## src/rtl/pipe_control_unit.sv

```systemverilog
// ---------------------------------------------------------------------------
// pipe_control_unit
//   Decode/EX/WB control for a short in-order pipeline. Decodes the opcode
//   presented in decode and registers the resulting control word into EX.
//   Each word then moves on into WB. mul holds EX for MC_CYCLES cycles. jmp
//   squashes the instruction behind it. Illegal opcodes become bubbles and
//   raise a one-cycle flag.
//
// Parameters
//   OPW        opcode width (3..8)
//   MC_CYCLES  EX-occupancy cycles of mul (1..15)
//
// Ports
//   clk, rst_n           clock, asynchronous active-low reset
//   instr_valid, opcode  decode-stage instruction
//   stall_in             downstream stall, freezes all pipeline state
//   ex_*                 EX-stage control word (registered)
//   wb_valid/_reg_write  WB-stage control (registered)
//   stall_out            hold fetch/decode (combinational)
//   flush_id             squash the decode-stage instruction (registered pulse)
//   illegal              illegal opcode accepted (registered pulse)
// ---------------------------------------------------------------------------
module pipe_control_unit #(
  parameter int OPW       = 3,
  parameter int MC_CYCLES = 4
) (
  input  logic           clk,
  input  logic           rst_n,
  input  logic           instr_valid,
  input  logic [OPW-1:0] opcode,
  input  logic           stall_in,
  output logic           ex_valid,
  output logic [1:0]     ex_alu_ctrl,
  output logic           ex_alu_src,
  output logic           ex_imm_sel,
  output logic           ex_jump,
  output logic           wb_valid,
  output logic           wb_reg_write,
  output logic           stall_out,
  output logic           flush_id,
  output logic           illegal
);

  typedef enum logic [1:0] {
    ST_RUN   = 2'd0,
    ST_MUL   = 2'd1,
    ST_FLUSH = 2'd2
  } state_e;

  typedef struct packed {
    logic       valid;
    logic [1:0] alu_ctrl;
    logic       alu_src;
    logic       reg_write;
    logic       jump;
    logic       imm_sel;
  } ctrl_t;

  localparam ctrl_t C_BUBBLE = ctrl_t'(7'd0);

  // Decoded word; valid=0 doubles as the "illegal" indication.
  function automatic ctrl_t f_decode(input logic [2:0] op3, input logic upper_zero);
    ctrl_t d;
    d = C_BUBBLE;
    if (upper_zero) begin
      case (op3)
        3'b000:  d = '{1'b1, 2'b00, 1'b1, 1'b1, 1'b0, 1'b0}; // addi
        3'b001:  d = '{1'b1, 2'b01, 1'b1, 1'b1, 1'b0, 1'b0}; // sll
        3'b010:  d = '{1'b1, 2'b00, 1'b0, 1'b1, 1'b0, 1'b0}; // add
        3'b011:  d = '{1'b1, 2'b11, 1'b0, 1'b0, 1'b1, 1'b1}; // jmp
        3'b100:  d = '{1'b1, 2'b10, 1'b0, 1'b1, 1'b0, 1'b0}; // mul
        default: d = C_BUBBLE;
      endcase
    end else begin
      d = C_BUBBLE;
    end
    return d;
  endfunction

  state_e      r_state;
  logic [3:0]  r_cnt;
  ctrl_t       r_ex;
  logic        r_wb_valid;
  logic        r_wb_we;
  logic        r_flush;
  logic        r_illegal;

  state_e      w_state_nxt;
  logic [3:0]  w_cnt_nxt;
  ctrl_t       w_ex_nxt;
  logic        w_wb_valid_nxt;
  logic        w_wb_we_nxt;
  logic        w_flush_nxt;
  logic        w_illegal_nxt;

  logic        w_upper_zero;
  ctrl_t       w_dec;
  logic        w_accept;
  logic        w_is_mul;

  // Upper opcode bits must be zero; the shift form also works when OPW==3.
  assign w_upper_zero = ((opcode >> 3'd3) == {OPW{1'b0}});
  assign w_dec        = f_decode(opcode[2:0], w_upper_zero);
  assign w_accept     = instr_valid && (r_state == ST_RUN) && !stall_in;
  assign w_is_mul     = w_dec.valid && (w_dec.alu_ctrl == 2'b10);

  // Next-state and next-pipeline-word logic; defaults hold everything.
  always_comb begin
    w_state_nxt    = r_state;
    w_cnt_nxt      = r_cnt;
    w_ex_nxt       = r_ex;
    w_wb_valid_nxt = r_wb_valid;
    w_wb_we_nxt    = r_wb_we;
    w_flush_nxt    = 1'b0;
    w_illegal_nxt  = 1'b0;
    if (!stall_in) begin
      case (r_state)
        ST_RUN: begin
          w_wb_valid_nxt = r_ex.valid;
          w_wb_we_nxt    = r_ex.valid & r_ex.reg_write;
          if (w_accept) begin
            w_ex_nxt = w_dec;
            if (!w_dec.valid) begin
              w_illegal_nxt = 1'b1;
            end else if (w_is_mul) begin
              w_cnt_nxt   = 4'(MC_CYCLES - 1);
              w_state_nxt = ST_MUL;
            end else if (w_dec.jump) begin
              w_flush_nxt = 1'b1;
              w_state_nxt = ST_FLUSH;
            end else begin
              w_state_nxt = ST_RUN;
            end
          end else begin
            w_ex_nxt = C_BUBBLE;
          end
        end
        ST_MUL: begin
          if (r_cnt != 4'd0) begin
            // mul keeps EX; nothing reaches WB meanwhile.
            w_wb_valid_nxt = 1'b0;
            w_wb_we_nxt    = 1'b0;
            w_cnt_nxt      = r_cnt - 4'd1;
          end else begin
            w_wb_valid_nxt = r_ex.valid;
            w_wb_we_nxt    = r_ex.valid & r_ex.reg_write;
            w_ex_nxt       = C_BUBBLE;
            w_state_nxt    = ST_RUN;
          end
        end
        ST_FLUSH: begin
          // The squashed decode slot enters EX as a bubble.
          w_wb_valid_nxt = r_ex.valid;
          w_wb_we_nxt    = r_ex.valid & r_ex.reg_write;
          w_ex_nxt       = C_BUBBLE;
          w_state_nxt    = ST_RUN;
        end
        default: begin
          w_wb_valid_nxt = 1'b0;
          w_wb_we_nxt    = 1'b0;
          w_ex_nxt       = C_BUBBLE;
          w_cnt_nxt      = 4'd0;
          w_state_nxt    = ST_RUN;
        end
      endcase
    end else begin
      w_state_nxt = r_state;
    end
  end

  // State, counter and pipeline registers.
  always_ff @(posedge clk or negedge rst_n) begin
    if (!rst_n) begin
      r_state    <= ST_RUN;
      r_cnt      <= 4'd0;
      r_ex       <= C_BUBBLE;
      r_wb_valid <= 1'b0;
      r_wb_we    <= 1'b0;
      r_flush    <= 1'b0;
      r_illegal  <= 1'b0;
    end else begin
      r_state    <= w_state_nxt;
      r_cnt      <= w_cnt_nxt;
      r_ex       <= w_ex_nxt;
      r_wb_valid <= w_wb_valid_nxt;
      r_wb_we    <= w_wb_we_nxt;
      r_flush    <= w_flush_nxt;
      r_illegal  <= w_illegal_nxt;
    end
  end

  assign ex_valid     = r_ex.valid;
  assign ex_alu_ctrl  = r_ex.alu_ctrl;
  assign ex_alu_src   = r_ex.alu_src;
  assign ex_imm_sel   = r_ex.imm_sel;
  assign ex_jump      = r_ex.jump;
  assign wb_valid     = r_wb_valid;
  assign wb_reg_write = r_wb_we;
  assign flush_id     = r_flush;
  assign illegal      = r_illegal;
  // Gated by rst_n so that every output reads 0 while reset is held.
  assign stall_out    = rst_n & (stall_in | (r_state == ST_MUL));

endmodule
```

## config.mk

```make
export PLATFORM = sky130hd
export DESIGN_NAME = pipe_control_unit
export DESIGN_NICKNAME = d
export VERILOG_FILES = /design/src/rtl/pipe_control_unit.sv
export SDC_FILE = /design/constraint.sdc
export NUM_CORES = 1
export LEC_CHECK = 0
export CAP_MARGIN = 20
export CORE_MARGIN = 10
export CORE_UTILIZATION = 52
export DETAILED_ROUTE_END_ITERATION = 7
export PLACE_DENSITY = 0.77
export SLEW_MARGIN = 40
export SYNTH_ARGS = -nofsm -noshare
export SYNTH_HDL_FRONTEND = slang
export SYNTH_SLANG_ARGS = --single-unit
```

## constraint.sdc

```tcl
create_clock -name clk -period 3.6 [get_ports clk]
set_input_delay 0.54 -clock clk [delete_from_list [all_inputs] [get_ports clk]]
set_output_delay 0.54 -clock clk [all_outputs]
set_load 0.005 [all_outputs]
```

==> results of run 1 <==
==> logic make-up (layout without fill, tap and decap cells) <==
| family | Yosys count | in the layout | share of synthesized area |
|---|---|---|---|
| simple gates | 33 | 33 | 0.232 |
| compound gates | 23 | 23 | 0.192 |
| flops | 16 | 16 | 0.476 |
| buf+inv | 10 | 26 | 0.0699 |
| fa+ha+maj | 2 | 2 | 0.0298 |
==> power breakdown <==
group          switching (mW)  total, mW  internal [mW]
registers              0.0207      0.222          0.201
clock network          0.0577      0.119         0.0616
logic                  0.0407     0.0945         0.0539
total                   0.119      0.436          0.317
==> state kept, by name, indices dropped and copies added (netlist names) <==
register	cells
illegal	1
r_cnt	4
wb_valid	1
r_ex	1
r_state	2
ex_alu_src	1
ex_alu_ctrl	2
flush_id	1
ex_valid	1
wb_reg_write	1
ex_jump	1
==> metal layers <==
| metal | share of wire | global-route usage | wire length, um | vias up |
|---|---|---|---|---|
| li1 | - | - | - | 328 |
| met1 | 0.44 | 0.114 | 741 | 310 |
| met2 | 0.49 | 0.159 | 821 | 15 |
| met3 | 0.061 | 0.0360 | 103 | 2 |
| met4 | 0.011 | 0.0288 | 19 | 0 |
| met5 | 0 | 0 | 0 | - |
==> through the flow <==
| stage | instances | cell area [um^2] | power, mW |
|---|---|---|---|
| after floorplan | 84 | 841 | 0.283 |
| after global placement | 112 | 995 | 0.318 |
| after detailed placement | 112 | 995 | 0.322 |
| after CTS | 116 | 1030 | 0.438 |
| after global routing | 116 | 1030 | 0.460 |
| final | 116 | 1030 | 0.436 |
==> critical path, delay by kind of cell <==
kind,cells,cell delay [ns]
AO/OA/AOI/OAI,1,0.19
buffers and inverters,2,1.20
==> area by class of cell <==
| type | instances | area [um^2] |
|---|---|---|
| Tap cell | 16 | 20.0 |
| Multi-Input combinational cell | 58 | 382 |
| Clock buffer | 4 | 36.3 |
| Sequential cell | 16 | 400 |
| Timing Repair Buffer | 18 | 178 |
| Fill cell | 120 | 493 |
| Inverter | 4 | 15.0 |
==> final timing paths <==
check                                     start                         end
setup / recovery                       stall_in                   stall_out
hold / removal             wb_valid$_DFFE_PN0N_        wb_valid$_DFFE_PN0N_
setup reg to reg           r_cnt[0]$_DFFE_PN0P_  ex_alu_ctrl[1]$_DFFE_PN0P_
hold reg to reg            wb_valid$_DFFE_PN0N_        wb_valid$_DFFE_PN0N_
max in group asynchronous                 rst_n          flush_id$_DFF_PN0_
min in group asynchronous                 rst_n        wb_valid$_DFFE_PN0N_
==> cells in the final DEF (no fill, tap or decap), types with 2 or more instances in the layout <==
cell                               n
sky130_fd_sc_hd__a21o_1            2
sky130_fd_sc_hd__a21oi_1           3
sky130_fd_sc_hd__a32o_1            2
sky130_fd_sc_hd__clkbuf_4          3
sky130_fd_sc_hd__clkdlybuf4s50_1  17
sky130_fd_sc_hd__dfrtp_1          16
sky130_fd_sc_hd__ha_1              2
sky130_fd_sc_hd__inv_1             4
sky130_fd_sc_hd__nand2_1          13
sky130_fd_sc_hd__nand2b_1          2
sky130_fd_sc_hd__nand3_1           2
sky130_fd_sc_hd__nor2_1            5
sky130_fd_sc_hd__o21ai_0           5
sky130_fd_sc_hd__o22a_1            2
==> parameters.txt, run 1 <==
Parameter                              Value

Outcome
  Outcome    completed

Clocking
  Clock tree from TritonCTS    built
  Library cell used as clock root buffer    sky130_fd_sc_hd__clkbuf_4
  Buffers from clock root to sink, at most    2
  CTS Buf Count    3
  Setup Buffers After CTS    0
  Total clock sinks    16
  Number of buffers added to fix hold violations after cts    0
  H-tree lvl count    1
  Reg clk slew, reported paths    0.09 ns
  Clk_lat worst skew    0.29 ns
  Count of instances resized after the clock tree is built    0

Timing
  Final critical delay including setup and external delays    2.47 ns
  Final hold violations    0
  Relative max-transition margin    0.737
  Setup TNS    0 ns
  Least setup slack across all paths after layout    1.13 ns
  Unrepaired setup endpoints after global routing    no
  Measured slew at the worst slew-check pin    0.393 ns
  Maximum operating frequency    0.405 GHz
  Layout Skew    0.00387 ns
  Max-slew violations    0
  Fraction of the cycle the final worst path needs    0.685
  Setup-violating endpoint count in the final report    0
  Worst hold slack after final layout    0.498 ns

Floorplan
  Area enclosed by the die boundary    3630 um^2
  Total I/O pin count    18
  Cell row count    14
  CORE AREA    1520 um^2
  Initial standard-cell utilization of the core    0.552
  Die extent in y    60.2 um
  DIE WIDTH    60.2 um

Min path
  Hold-critical path depth    2
  Class of the tightest hold or removal check    reg2reg

Cells and area
  N_diodes    0
  Nets@finish    110
  Core occupancy in the finished layout    0.677
  Signed area change from the synthesized netlist to the final layout    22.6%
  Ratio of cells with drive above 1 in the final layout    0.120

Critical path
  Signal arrival time at the worst endpoint    1.93 ns
  Top fanout value on the critical path    10
  Kind of end point of the critical path    primary output
  Cell chain of the critical path    clkdlybuf4s50_1 > o21a_1 > clkdlybuf4s50_1
  CP startpoint kind    primary input
  Slack of the worst reg-to-reg path    1.95 ns
  Maximum cell stage delay along the critical path    0.71 ns
  Data required, critical path    3.06 ns
  Setup Crit Path Kind    in2out
  Cell seen most often among critical-path stages    sky130_fd_sc_hd__clkdlybuf4s50_1
  Worst reg2reg path depth    5
  Slowest stage cell on the critical path    sky130_fd_sc_hd__clkdlybuf4s50_1

Placement
  Worst slack, placed    1.13 ns
  Number of input and output port buffers inserted    17
  DPL Wire Length    1310 um
  Routability-driven placement congestion ratio    0.829

Synthesis
  Most frequently used flop master after synthesis    sky130_fd_sc_hd__dfrtp_1
  Synth top cells by count    sky130_fd_sc_hd__dfrtp_1, sky130_fd_sc_hd__nand2_1, sky130_fd_sc_hd__nor2_1, sky130_fd_sc_hd__o21ai_0, sky130_fd_sc_hd__inv_1
  Proportion of synthesized chip area in sequential cells    0.476
  Net count after synthesis    93
  Post-synthesis sequential element count    16
  EDFF count, synth    0
  Average size of a mapped cell    10.0 um^2
  Post-synthesis async set-or-reset flop share    1.00
  Top cell type's share of synthesized area    0.476
  Synth area leader    sky130_fd_sc_hd__dfrtp_1
  Ranking of synthesized cells by area    sky130_fd_sc_hd__dfrtp_1, sky130_fd_sc_hd__nand2_1, sky130_fd_sc_hd__ha_1, sky130_fd_sc_hd__o21ai_0, sky130_fd_sc_hd__nor4b_4
  Synthesized netlist cell count    84
  Total number of yosys warnings    0
  Cell area after synthesis    841 um^2
  Number of distinct library cells after synthesis    35
  Most frequent cell after synthesis    sky130_fd_sc_hd__dfrtp_1

Route
  First-pass iteration count of the detailed router    4
  DRT iter0 DRCs    19
  Average detailed-routed wire length per instance    14.5 um
  Antenna Nets Post-Route    0
  Mean number of vias per cell    5.65
  Detailed-route via count    655
  Total length of routed wires    1690 um
  Number of remaining DRC errors    0

GRT
  Gr ovfl total    0
  Maximum number of pins on one net before global-route repair    18
  Via count of the first global-routing pass    616
  GR Util All Layers    0.0970
  Wire length of the first global-routing pass    2730 um
  Number of antenna violations at the first check in global routing    0

Run
  Number of maximum-capacitance constraint violations    0

Power and ir drop
  Leakage power total    0.454 nW
  Cell Pwr Density    423 nW/um^2
  Largest vdd supply drop    0.249 mV
Note: power is estimated with default switching activity, not from simulation.
==> run 2: changes to the inputs <==
CORE_UTILIZATION = 44   (was 52)
PLACE_DENSITY = 0.69   (was 0.77)
clock period = 2.08 ns   (was 3.6 ns; I/O delays follow)
==> parameters.txt, run 2 (same netlist as run 1, synthesis figures left out) <==
Parameter                              Value

Critical path
  Top fanout value on the critical path    2
  Signal arrival time at the worst endpoint    1.50 ns
  Setup Crit Path Kind    reg2out
  Kind of end point of the critical path    primary output
  CP startpoint kind    flip-flop
  Data required, critical path    1.77 ns
  Cell chain of the critical path    and2b_2 > o21a_1 > clkdlybuf4s50_1
  Maximum cell stage delay along the critical path    0.50 ns
  Slowest stage cell on the critical path    sky130_fd_sc_hd__clkdlybuf4s50_1

Clocking
  Clk_lat worst skew    0.28 ns
  Buffers from clock root to sink, at most    2
  CTS Buf Count    3
  Library cell used as clock root buffer    sky130_fd_sc_hd__clkbuf_4
  Setup Buffers After CTS    0
  Clock tree from TritonCTS    built
  Reg clk slew, reported paths    0.09 ns
  H-tree lvl count    1
  Total clock sinks    16
  Count of instances resized after the clock tree is built    0
  Number of buffers added to fix hold violations after cts    0

Placement
  Worst slack, placed    0.296 ns
  Number of input and output port buffers inserted    17
  Routability-driven placement congestion ratio    0.827
  DPL Wire Length    1370 um
  Placed inst area    1040 um^2

Route
  Met3 routed wirelength    111 um
  First-pass iteration count of the detailed router    4
  DRT iter0 DRCs    12
  WL met1    866 um
  Antenna Nets Post-Route    0
  Total length of routed wires    1800 um
  Number of remaining DRC errors    0
  Detailed-route via count    675
  Met2 wirelength from detailed routing    805 um
  Average detailed-routed wire length per instance    14.0 um
  Uppermost metal layer occupied by signal nets    met4
  Mean number of vias per cell    5.27

GRT
  Maximum number of pins on one net before global-route repair    17
  Gr ovfl total    0
  Via count of the first global-routing pass    628
  Number of antenna violations at the first check in global routing    0
  GR Util All Layers    0.0900
  Wire length of the first global-routing pass    2960 um

Run
  Number of maximum-capacitance constraint violations    0

Outcome
  Outcome    completed

Cells and area
  Most frequent cells in the layout    sky130_fd_sc_hd__clkdlybuf4s50_1, sky130_fd_sc_hd__dfrtp_1, sky130_fd_sc_hd__nand2_1
  N_diodes    0
  Signed area change from the synthesized netlist to the final layout    25.9%
  Ratio of cells with drive above 1 in the final layout    0.146
  Most common cell after layout, fill and taps aside    sky130_fd_sc_hd__clkdlybuf4s50_1
  Finished Cell Area    1060 um^2
  Number of flip-flops under the largest register name    4
  Register containing the most flip-flops in the final layout    r_cnt
  Nets@finish    114

Timing
  Max-slew violations    0
  Maximum operating frequency    0.552 GHz
  Relative max-transition margin    0.744
  Fraction of the cycle the final worst path needs    0.871
  Setup-violating endpoint count in the final report    0
  Unrepaired setup endpoints after global routing    no
  Final hold violations    0
  Layout Skew    0.00226 ns
  Measured slew at the worst slew-check pin    0.378 ns
  Setup TNS    0 ns
  Least setup slack across all paths after layout    0.268 ns
  Worst hold slack after final layout    0.377 ns
  Final critical delay including setup and external delays    1.81 ns

Power and ir drop
  Cell Pwr Density    674 nW/um^2
  Largest vdd supply drop    0.374 mV
  Leakage power total    0.468 nW

Floorplan
  DIE WIDTH    63.7 um
  Initial standard-cell utilization of the core    0.477
  Area enclosed by the die boundary    4060 um^2
  Total I/O pin count    18
  CORE AREA    1760 um^2
  Die extent in y    63.7 um
  Cell row count    15

Min path
  Class of the tightest hold or removal check    in2async
[run 2: changes by cell type in the layout (fill, tap and decap cells not counted), sizes merged]
cell,change
clkbuf,-1
buf,+4
[run 2: worst max-delay path, delay by kind of cell (launching register included)]
family / cells / cell delay [ns]
buf+inv: 1 / 0.50
flops: 1 / 0.38
simple gates: 1 / 0.22
compound gates: 1 / 0.11
[run 2: final timing paths]
path,startpoint,to,depth (start not counted),slack (ns)
max,r_state[1]$_DFFE_PN0P_,stall_out,3,0.27
min,rst_n,ex_jump$_DFFE_PN0P_,2,0.38
max reg2reg,r_cnt[0]$_DFFE_PN0P_,ex_alu_ctrl[1]$_DFFE_PN0P_,5,0.42
min reg2reg,ex_alu_ctrl[0]$_DFFE_PN0P_,ex_alu_ctrl[0]$_DFFE_PN0P_,2,0.49
max in group asynchronous,rst_n,r_cnt[0]$_DFFE_PN0P_,2,1.52
min in group clk,ex_alu_ctrl[0]$_DFFE_PN0P_,ex_alu_ctrl[0]$_DFFE_PN0P_,2,0.49
[run 2: cell type report]
cell class                 instances  area [um^2]
fill                             174          706
multi-input combinational         58          382
sequential                        16          400
inverter                           4         15.0
tap                               25         31.3
clock buffer                       3         22.5
timing repair buffer              22          208
[run 2: metrics by stage]
step	util	std cells	power [mW]
finish	0.600	128	0.714
floorplan	-	84	0.490
global placement	0.587	125	0.557
detailed placement	0.587	125	0.565
CTS	0.600	128	0.725
global route	0.600	128	0.763
[run 2: report_power, final]
part           switching [mW]  total (mW)  internal, mW
clock network          0.0915       0.159        0.0672
registers              0.0315       0.380         0.349
logic                  0.0767       0.175        0.0982
total                   0.200       0.714         0.514
[run 2: routing by layer]
layer	track usage	vias up
met5	0	-
met4	0.0246	0
met3	0.0530	2
met2	0.139	16
met1	0.103	320
li1	-	337
==> run 3: changes to the inputs <==
ABC_AREA = 1   (was unset)
==> parameters.txt, run 3 <==
Parameter                              Value

Clocking
  Number of buffers added to fix hold violations after cts    0
  Library cell used as clock root buffer    sky130_fd_sc_hd__clkbuf_4
  Clk_lat worst skew    0.28 ns
  Total clock sinks    16
  Setup Buffers After CTS    0
  Buffers from clock root to sink, at most    2
  Reg clk slew, reported paths    0.09 ns
  Count of instances resized after the clock tree is built    0
  H-tree lvl count    1
  Clock tree from TritonCTS    built
  CTS Buf Count    3

Critical path
  CP startpoint kind    flip-flop
  Capturing point of the worst reg2reg path    r_cnt[3]$_DFFE_PN0P_
  Worst reg2reg path depth    9
  Kind of end point of the critical path    primary output
  Data required, critical path    1.77 ns
  Signal arrival time at the worst endpoint    1.64 ns
  Setup Crit Path Kind    reg2out
  Slack of the worst reg-to-reg path    0.69 ns
  Top fanout value on the critical path    5
  Critical register-to-register path startpoint    r_cnt[0]$_DFFE_PN0P_

Route
  First-pass iteration count of the detailed router    6
  Total length of routed wires    1740 um
  Average detailed-routed wire length per instance    11.3 um
  DRT iter0 DRCs    34
  Number of remaining DRC errors    1
  Detailed-route via count    700
  Antenna Nets Post-Route    0
  Mean number of vias per cell    4.55

Cells and area
  Nets@finish    138
  N_diodes    0
  Most common cell after layout, fill and taps aside    sky130_fd_sc_hd__nand2_1
  Signed area change from the synthesized netlist to the final layout    25.2%
  Most frequent cells in the layout    sky130_fd_sc_hd__nand2_1, sky130_fd_sc_hd__clkdlybuf4s50_1, sky130_fd_sc_hd__dfrtp_1, sky130_fd_sc_hd__inv_1, sky130_fd_sc_hd__nor2_1
  Final std cells w/o fill    154
  Register containing the most flip-flops in the final layout    r_cnt
  Total of fill cells in the finished design    186
  Number of flip-flops under the largest register name    4
  Finished Cell Area    1090 um^2
  Ratio of cells with drive above 1 in the final layout    0.165
  Core occupancy in the finished layout    0.566
  Multi-input gate area in the final layout    397 um^2
  Storage cell area    400 um^2

Timing
  Fraction of the cycle the final worst path needs    0.938
  Final critical delay including setup and external delays    1.95 ns
  Layout Skew    0.00127 ns
  Final hold violations    0
  Setup-violating endpoint count in the final report    0
  Measured slew at the worst slew-check pin    0.245 ns
  Relative max-transition margin    0.836
  Worst hold slack after final layout    0.421 ns
  Least setup slack across all paths after layout    0.129 ns
  Unrepaired setup endpoints after global routing    no
  Setup TNS    0 ns
  Max-slew violations    0
  Maximum operating frequency    0.513 GHz

Power and ir drop
  Power consumption    714 uW
  Internal power contribution    492 uW
  Cell Pwr Density    656 nW/um^2
  Sequential share of power    0.503
  Largest vdd supply drop    0.358 mV
  Net switching component of the power    221 uW
  Comb power frac    0.276
  Share of total power in the clock network    0.221
  Leakage power total    0.556 nW
  Net Sw Frac    0.310

Placement
  Routability-driven placement congestion ratio    0.797
  Placed cell count    151
  Worst slack, placed    0.177 ns
  Placed inst area    1060 um^2
  DPL Wire Length    1390 um
  Number of input and output port buffers inserted    17

GRT
  Maximum number of pins on one net before global-route repair    17
  GR Util All Layers    0.0887
  Wire length of the first global-routing pass    3000 um
  Number of antenna violations at the first check in global routing    0
  Gr ovfl total    0
  Via count of the first global-routing pass    674

Synthesis
  Most frequent cell after synthesis    sky130_fd_sc_hd__nand2_1
  Synth area leader    sky130_fd_sc_hd__dfrtp_1
  Net count after synthesis    117
  Post-synthesis sequential element count    16
  Synth top cells by count    sky130_fd_sc_hd__nand2_1, sky130_fd_sc_hd__dfrtp_1, sky130_fd_sc_hd__inv_1, sky130_fd_sc_hd__nor2_1
  Top cell type's share of synthesized area    0.461
  Post-synthesis async set-or-reset flop share    1.00
  Ranking of synthesized cells by area    sky130_fd_sc_hd__dfrtp_1, sky130_fd_sc_hd__nand2_1, sky130_fd_sc_hd__inv_1, sky130_fd_sc_hd__nor2_1, sky130_fd_sc_hd__ha_1
  Average size of a mapped cell    8.04 um^2
  Total number of yosys warnings    0
  Number of distinct library cells after synthesis    21
  Cell area after synthesis    868 um^2
  Synthesized netlist cell count    108
  EDFF count, synth    0
  Proportion of synthesized chip area in sequential cells    0.461
  Most frequently used flop master after synthesis    sky130_fd_sc_hd__dfrtp_1

Outcome
  Violations in the final reports    DRC
  Outcome    finished with violations

Floorplan
  CORE AREA    1920 um^2
  Total I/O pin count    18
  Area enclosed by the die boundary    4150 um^2
  Cell row count    16
  Initial standard-cell utilization of the core    0.452
  DIE WIDTH    64.4 um
  Die extent in y    64.4 um

Run
  Number of maximum-capacitance constraint violations    0

Min path
  Class of the tightest hold or removal check    in2async
-- run 3: layout make-up --
type | count | share of cell area
flip-flops and latches | 16 | 0.368
clock buffers | 3 | 0.0207
multi-input cells | 76 | 0.365
well taps | 27 | 0.0311
repair buffers | 19 | 0.170
inverters | 13 | 0.0449
-- run 3: cells by family (layout without fill, tap and decap cells) --
group                    count (synthesis)  count (layout)  share of synthesized area
adder cells (fa/ha/maj)                  2               2                     0.0288
flip-flops                              16              16                      0.461
AND/OR/NAND/NOR                         64              64                      0.344
XOR/XNOR                                 1               1                     0.0101
buffers and inverters                   16              35                     0.0821
AO/OA/AOI/OAI                            9               9                     0.0735
-- run 3: worst max-delay path by stage --
stage	startpoint	end	cells after the start	slack (ns)
after CTS	r_state[1]$_DFFE_PN0P_	stall_out	4	0.11
final	r_state[1]$_DFFE_PN0P_	stall_out	4	0.13
after detailed placement	stall_in	stall_out	4	0.18
after global placement	stall_in	stall_out	4	0.19
after global routing	r_state[0]$_DFFE_PN0P_	stall_out	3	0.006
after floorplan	r_cnt[0]$_DFFE_PN0P_	r_cnt[1]$_DFFE_PN0P_	9	0.83
-- run 3: per-layer routing --
metal	GRT usage	wire length (um)	part of all wire
met5	0	0	0
met4	0.0481	22	0.013
met3	0.0344	102	0.059
met2	0.137	767	0.44
met1	0.104	843	0.49
-- run 3: critical path, stage by stage (launching register included) --
cell and delay, ns:
sky130_fd_sc_hd__dfrtp_1 0.45, sky130_fd_sc_hd__inv_2 0.09, sky130_fd_sc_hd__nand2_2 0.10, sky130_fd_sc_hd__a21boi_0 0.18, sky130_fd_sc_hd__clkdlybuf4s50_1 0.53
-- run 3: power groups by stage --
stage          Clock, mW  Sequential (mW)  Combinational (mW)
3_5_place_dp           0            0.365               0.200
6_report           0.158            0.359               0.197
4_1_cts            0.161            0.359               0.201
3_3_place_gp           0            0.365               0.195
2_1_floorplan          0            0.363               0.130
5_1_grt            0.180            0.364               0.228
